<file path="config.mk">
export PLATFORM = sky130hd
export DESIGN_NAME = psum_drain_acc
export DESIGN_NICKNAME = d
export VERILOG_FILES = /design/src/rtl/psum_drain_acc.sv
export SDC_FILE = /design/constraint.sdc
export NUM_CORES = 1
export LEC_CHECK = 0
export ABC_AREA = 1
export ABC_CLOCK_PERIOD_IN_PS = 4750
export CORE_MARGIN = 1
export CORE_UTILIZATION = 50
export CTS_BUF_LIST = sky130_fd_sc_hd__clkbuf_4 sky130_fd_sc_hd__clkbuf_8
export DETAILED_ROUTE_END_ITERATION = 6
export GPL_ROUTABILITY_DRIVEN = 0
export GPL_TIMING_DRIVEN = 0
export MAX_ROUTING_LAYER = met4
export PLACE_DENSITY = 0.71
export SYNTH_ARGS = -nofsm -noshare
export SYNTH_HDL_FRONTEND = slang
export SYNTH_SLANG_ARGS = --single-unit
</file>
<file path="constraint.sdc">
create_clock -name clk -period 4.75 [get_ports clk]
set_input_delay 1.1875 -clock clk [delete_from_list [all_inputs] [get_ports clk]]
set_output_delay 1.1875 -clock clk [all_outputs]
set_load 0.03 [all_outputs]
</file>
<file path="src/rtl/psum_drain_acc.sv">
// psum_drain_acc: accumulates per-row partial sums from one systolic column over K-tiles, then drains them.
// Optional macro ACC_SAT_EN: unsigned saturating accumulation instead of modulo wrap.
`default_nettype none

module psum_drain_acc #(
  parameter int PSUM_W = 24,
  parameter int ACC_W  = 32,
  parameter int DEPTH  = 8,
  parameter int TILE_W = 8
) (
  input  logic                     clk,
  input  logic                     rst,
  input  logic                     start,
  input  logic [TILE_W-1:0]        num_tiles,
  output logic                     busy,
  input  logic                     psum_valid,
  input  logic [PSUM_W-1:0]        psum_in,
  output logic                     psum_ready,
  output logic                     out_valid,
  output logic [ACC_W-1:0]         out_data,
  output logic [$clog2(DEPTH)-1:0] out_idx,
  input  logic                     out_ready,
  output logic                     done
);

  localparam int IDX_W = $clog2(DEPTH);
  localparam logic [IDX_W-1:0] ROW_LAST = IDX_W'(DEPTH - 1);

  localparam logic [1:0] S_IDLE  = 2'd0;
  localparam logic [1:0] S_ACCUM = 2'd1;
  localparam logic [1:0] S_DRAIN = 2'd2;

  logic [1:0]        state_q, state_d;
  logic [IDX_W-1:0]  row_q, row_d;
  logic [TILE_W-1:0] tile_q, tile_d;
  logic [TILE_W-1:0] ntiles_q, ntiles_d;
  logic              done_q, done_d;

  logic [ACC_W-1:0]  mem_q [DEPTH];
  logic [ACC_W-1:0]  w_cur, w_psum_ext, w_add, w_wdata;
  logic              w_accept;

  assign w_accept   = (state_q == S_ACCUM) && psum_valid;
  assign w_cur      = mem_q[row_q];
  assign w_psum_ext = ACC_W'(psum_in);

`ifdef ACC_SAT_EN
  logic [ACC_W:0] w_sum;
  assign w_sum = {1'b0, w_cur} + {1'b0, w_psum_ext};
  assign w_add = w_sum[ACC_W] ? {ACC_W{1'b1}} : w_sum[ACC_W-1:0];
`else
  assign w_add = w_cur + w_psum_ext;
`endif

  // The first tile overwrites, so stale contents from a previous job never leak in.
  assign w_wdata = (tile_q == '0) ? w_psum_ext : w_add;

  always_ff @(posedge clk) begin
    if (w_accept) mem_q[row_q] <= w_wdata;
  end

  always_ff @(posedge clk or posedge rst) begin
    if (rst) begin
      state_q  <= S_IDLE;
      row_q    <= '0;
      tile_q   <= '0;
      ntiles_q <= '0;
      done_q   <= 1'b0;
    end else begin
      state_q  <= state_d;
      row_q    <= row_d;
      tile_q   <= tile_d;
      ntiles_q <= ntiles_d;
      done_q   <= done_d;
    end
  end

  always_comb begin
    state_d  = state_q;
    row_d    = row_q;
    tile_d   = tile_q;
    ntiles_d = ntiles_q;
    done_d   = 1'b0;
    case (state_q)
      S_IDLE: begin
        if (start && (num_tiles != '0)) begin
          ntiles_d = num_tiles;
          row_d    = '0;
          tile_d   = '0;
          state_d  = S_ACCUM;
        end
      end
      S_ACCUM: begin
        if (w_accept) begin
          if (row_q == ROW_LAST) begin
            row_d = '0;
            if (tile_q == ntiles_q - TILE_W'(1)) begin
              tile_d  = '0;
              state_d = S_DRAIN;
            end else begin
              tile_d = tile_q + TILE_W'(1);
            end
          end else begin
            row_d = row_q + IDX_W'(1);
          end
        end
      end
      S_DRAIN: begin
        if (out_ready) begin
          if (row_q == ROW_LAST) begin
            row_d   = '0;
            state_d = S_IDLE;
            done_d  = 1'b1;
          end else begin
            row_d = row_q + IDX_W'(1);
          end
        end
      end
      default: state_d = S_IDLE;
    endcase
  end

  always_comb begin
    busy       = (state_q == S_ACCUM) || (state_q == S_DRAIN);
    psum_ready = (state_q == S_ACCUM);
    out_valid  = (state_q == S_DRAIN);
    out_data   = '0;
    out_idx    = '0;
    done       = done_q;
    if (state_q == S_DRAIN) begin
      out_data = mem_q[row_q];
      out_idx  = row_q;
    end
  end

endmodule

`default_nettype wire

</file>
# --- Yosys cells after proc, flatten, opt, wreduce, memory -nomap -nowiden ---
# Memory sizes are Yosys's and may differ from the RTL's.
# Cells that the tools add are included.
word_totals:
  rom_bits: 0
  input_bits: 37
  ff_bits: 22
  mem_bits_rw: 256
  output_inout_bits: 39
  mem_count: 1
  latchBits: 0
  elab_cells: 57
mem_list:
  columns: ["memory", "depth", "width", "read_ports", "rd_clocked_by_memory_dff", "write_ports", "line_no", "rtl"]
  rows:
  - ["mem_q", 8, 32, 1, 0, 1, "39", "logic [ACC_W-1:0] mem_q [DEPTH];"]
op_classes:
  reduce_logical: 12
  magnitude_cmp: 0
  bitwise: 0
  n_addsub: 4
  eq_ne: 10
  div_mod_pow: 0
  n_mux: 25
  shifts: 0
  multipliers: 0
op_table:
  columns: ["operator", "count"]
  rows:
  - ["$mux 32", 2]
  - ["$add 32x24->32", 1]
  - ["$mux 8", 4]
  - ["$pmux 8 s2", 1]
  - ["$mux 3", 5]
  - ["$mux 2", 6]
  - ["$ne 2x1->1 const B", 5]
  - ["$pmux 3 s3", 1]
  - ["$add 8x1->8 const B", 1]
  - ["$eq 8x8->1", 1]
  - ["$logic_not 8->1", 1]
  - ["$reduce_and 4->1", 2]
  - ["$reduce_bool 8->1", 1]
  - ["$sub 8x1->8 const B", 1]
  - ["$pmux 2 s3", 1]
  - ["$reduce_and 6->1", 1]
  - ["$mux 1", 5]
  - ["$add 3x1->3 const B", 1]
  - ["$eq 3x3->1 const B", 1]
  - ["$reduce_bool 3->1", 1]
  - ["$eq 2x1->1 const B", 1]
  - ["$eq 2x2->1 const B", 1]
  - ["$logic_and 1x1->1", 2]
  - ["$logic_not 2->1", 1]
  - ["4 further kinds", 4]

# --- Logic depth before layout (Yosys ltp) ---
depth:
  depth_word: 6
  ltp_mapped: 24
  ltp_nobuf: 21

# --- Least setup slack after synthesis ---
# OpenSTA, ideal clock, no wires.
synth_path:
  path_type: "input -> register"
  start: "input port psum_valid"
  end: "memory mem_q[1][0] (enable)"
  cell_stages: 2
  setup_time_ps: 502
  t_required_ps: 4248
  setup_slack_ps: -188
  arrival_ps: 4436
  path_buffers: 0
  cell_sequence: "nand2_1 -> nor4_1"
synth_between:
  elab_chain_len: 3
synth_rtl:
  columns: ["element", "line_no", "rtl"]
  rows:
  - ["from (decl)", "16", "input logic psum_valid,"]
  - ["$logic_and 1x1->1", "43", "assign w_accept = (state_q == S_ACCUM) && psum_valid;"]
  - ["$mux 1", "59", "if (w_accept) mem_q[row_q] <= w_wdata;"]
  - ["$mux 1 (implied by the code)", "59", null]
  - ["to (decl)", "39", null]
# No other way between the ends.

# --- Final worst setup path ---
layout_path:
  start: "register row_q[1]"
  end: "output port out_data[23]"
layout_between:
  elab_chain_len: 2
layout_rtl:
  columns: ["element", "line_no", "rtl"]
  rows:
  - ["from (decl)", "34", "logic [IDX_W-1:0] row_q, row_d;"]
  - ["from (signal assigned)", "71", "row_q <= row_d;"]
  - ["$mem_v2 8x32", null, null]
  - ["$mux 32", "130", "if (state_q == S_DRAIN) begin"]
  - ["to (decl)", "20", "output logic [ACC_W-1:0] out_data,"]
# No other way between the ends.

==> metrics.md <==
| Metric | Value |
|---|---|
| Number of register bits inferred by synthesis | `about 280` |
| Cell depth of the worst min-delay path | `2` |
| Final global-route overflow total | `0` |
| Maximum VDD drop | `between 0.3 and 0.4 mV` |
| Clock tree buffer depth | `3` |
| Post-synth top area share | `between 50% and 60%` |
| Total CTS buffers | `46` |
| Wire per inst | `between 15 and 20 µm` |
| Die width | `between 150 and 200 µm` |
| CTS sink count | `around 280` |
| Vias per inst | `5.53` |
| Worst-case reg-to-reg path depth | `16` |
| Total core area | `about 26000 µm²` |
| Crit. Startpoint | `row_q[1]$_DFFE_PP0P_` |
| Routed WL | `about 33000 µm` |
| Final hold viol count | `0` |
| Port Buffers | `75` |
| RSZ-0062 raised after global routing | `false` |
| Worst-Margin Slew | `between 900 and 1000 ps` |
| Critical path fanouts, max | `10` |
| Avg Cell Area, Syn | `10.7 µm²` |
| DP HPWL | `22100 µm` |
| Worst-Skew Late Latency | `a little under 600 ps` |
| Design Area, Final | `between 15000 and 20000 µm²` |
| Comb pwr share | `a little under half` |
| CTS HTree Levels | `2` |
| Max Cap Viol | `0` |
| Synth top cells by count | `nand2_1, edfxtp_1, inv_1` |
| Setup Buffers After CTS | `0` |
| EDFF count, synth | `between 200 and 300` |
| Antenna violations before repair | `0` |
| Die area | `approximately 27000 µm²` |
| Met1 Use GR | `roughly a third` |
| Reg clk slew, reported paths | `about 60 ps` |
| Reg2reg end | `mem_q[5][23]$_DFFE_PP_` |
| Critical Path RT | `3560 ps` |
| Worst R2R Start | `row_q[1]$_DFFE_PP0P_` |
| Setup violations, final | `0` |
| GR Layer Usage met3 | `between 4 and 5%` |
| Total power | `around 11 mW` |
| Remaining DRCs | `0` |
| Power per cell area | `between 600 and 700 nW/µm²` |
| Core Util, Final | `59.9%` |
| Yosys warnings | `0` |
| Total internal power | `~6.1 mW` |
| Vias post-DR | `between 9000 and 10000` |
| Slew HR | `approximately 36%` |
| Largest net degree at the start of global routing | `23` |
| Global-route wire length before repair | `around 52000 µm` |
| GR peak layer | `met2` |
| Max frequency | `0.218 GHz` |
| Syn_nets | `1315` |
| Nets@finish | `1448` |
| Crit end category | `primary output` |
| Share of cells above drive strength 1 | `about 11%` |
| Clock share of power | `a little under 20%` |
| Data arrival time of the critical path | `3400 ps` |
| Worst hold slack | `488 ps` |
| Remaining antenna violation count | `0` |
| Clk Tree Root Cell | `clkbuf_8` |
| Cells after DPL | `~1700` |
| Leak | `6.31 nW` |
| Leading post-synthesis cells by cell area | `edfxtp_1, nand2_1, dfrtp_1, inv_1, ha_1` |
| CTS tree | `yes` |
| Startpoint Class | `flip-flop` |
| Place WS | `~430 ps` |
| Die Span Y | `165 µm` |
| Initial Utilization | `about half` |
| Worst Skew | `~32 ps` |
| Top FF cell, synth | `edfxtp_1` |
| Leading area contributor after synthesis | `edfxtp_1` |
| I/O pins | `76` |
| Setup TNS Final | `0 ps` |
| Critical path class | `reg -> out` |
| Distinct cells, synth | `45` |
| Reg power frac | `between 30% and 40%` |
| Placed inst area | `around 15000 µm²` |
| Outcome | `completed` |
| Post-synthesis sequential area ratio | `roughly 62%` |
| Critical Path End | `out_data[23]` |
| Row count | `59` |
| Number of global-route vias before repair | `around 9500` |
| Setup WS post-layout | `161 ps` |
| Final period util | `96.6%` |
| Post-Syn Area | `13300 µm²` |
| Non-Filler Instances | `roughly 1700` |
| Area Overhead vs Synth | `17.6%` |
| R2r setup slk | `roughly 350 ps` |
| Fraction of registers with async set/reset | `7.91%` |
| Max Slew Vio Count | `0` |
| # diodes | `0` |
| Psw | `around 4.4 mW` |
| Most common cell in the netlist | `nand2_1` |
| GR Layer Usage met2 | `a little over two fifths` |
| Post-Synthesis Cells | `about 1200` |
| Switch share | `42.1%` |
| Initial DRC Count | `between 700 and 800` |
| Worst min-delay path class | `reg -> reg` |
| GRT Overall Usage | `a little over a quarter` |
| Detailed Routing Iterations Pass 1 | `7` |
| Minimum clock period | `roughly 4600 ps` |
==> kinds of logic after synthesis <==
logic type | synth area share [%]
compound gates | 11.0
buf+inv | 5.56
fa+ha+maj | 3.26
xor+xnor | 1.78
flops | 62.1
simple gates | 16.3
==> worst max-delay path: stages, from the launching register on <==
cell             delay (ps)
dfrtp_1                 440
buf_2                   360
nand3_1                 420
buf_2                   390
o22ai_1                 200
a221oi_1                 80
a21oi_1                 240
clkdlybuf4s50_1         720
==> cell usage in the layout (no fill, tap or decap), types with 23 or more instances in the layout <==
cell type,Yosys,final
edfxtp_1,256,256
a21oi_1,64,64
clkbuf_8,0,46
nand3_1,41,41
a22o_1,23,23
o21ai_0,39,39
clkdlybuf4s50_1,0,75
nand2_1,365,365
a221oi_1,28,28
nor2_1,78,71
inv_1,124,124
ha_1,33,33
o22ai_1,26,26
==> timing repair <==
action / in CTS / in global routing
setup endpoints to repair: 0 / 16
resized for setup: 0 / 1
hold buffers: 0 / 0
==> power groups by stage <==
stage                     sequential [mW]  combinational (mW)  clock, mW
after floorplan                      3.60                3.38          0
after global placement               3.63                4.67          0
after detailed placement             3.63                4.83          0
after CTS                            3.58                4.86       2.08
after global routing                 3.60                5.41       2.18
final                                3.58                4.91       2.06
==> layout make-up <==
cell class	count	area [µm²]
inverters	133	504
clock buffers	62	753
clock inverters	20	136
well taps	335	419
multi-input cells	794	4370
repair buffers	85	955
plain buffers	39	234
flip-flops and latches	278	8240
fillers	2129	10500
==> worst min-delay path by stage <==
stage / start / to / slack, ps
finish: ntiles_q[1]$_DFFE_PP0P_ / ntiles_q[1]$_DFFE_PP0P_ / 490
global route: state_q[1]$_DFFE_PP0P_ / state_q[1]$_DFFE_PP0P_ / 540
CTS: ntiles_q[1]$_DFFE_PP0P_ / ntiles_q[1]$_DFFE_PP0P_ / 490
detailed placement: ntiles_q[1]$_DFFE_PP0P_ / ntiles_q[1]$_DFFE_PP0P_ / 480
global placement: ntiles_q[1]$_DFFE_PP0P_ / ntiles_q[1]$_DFFE_PP0P_ / 480
floorplan: ntiles_q[1]$_DFFE_PP0P_ / ntiles_q[1]$_DFFE_PP0P_ / 450
==> state kept, by name (all words and copies together), names as in the netlist <==
register / count
ntiles_q: 8
done: 1
mem_q: 256
state_q: 2
tile_q: 8
row_q: 3
==> metal layers <==
metal  wire [µm]  vias up
met2       15800      363
met4         782        0
met3        2250       66
met5           0        -
met1       14600     4619
li1            -     4605
Note: power is estimated with default switching activity, not from simulation.
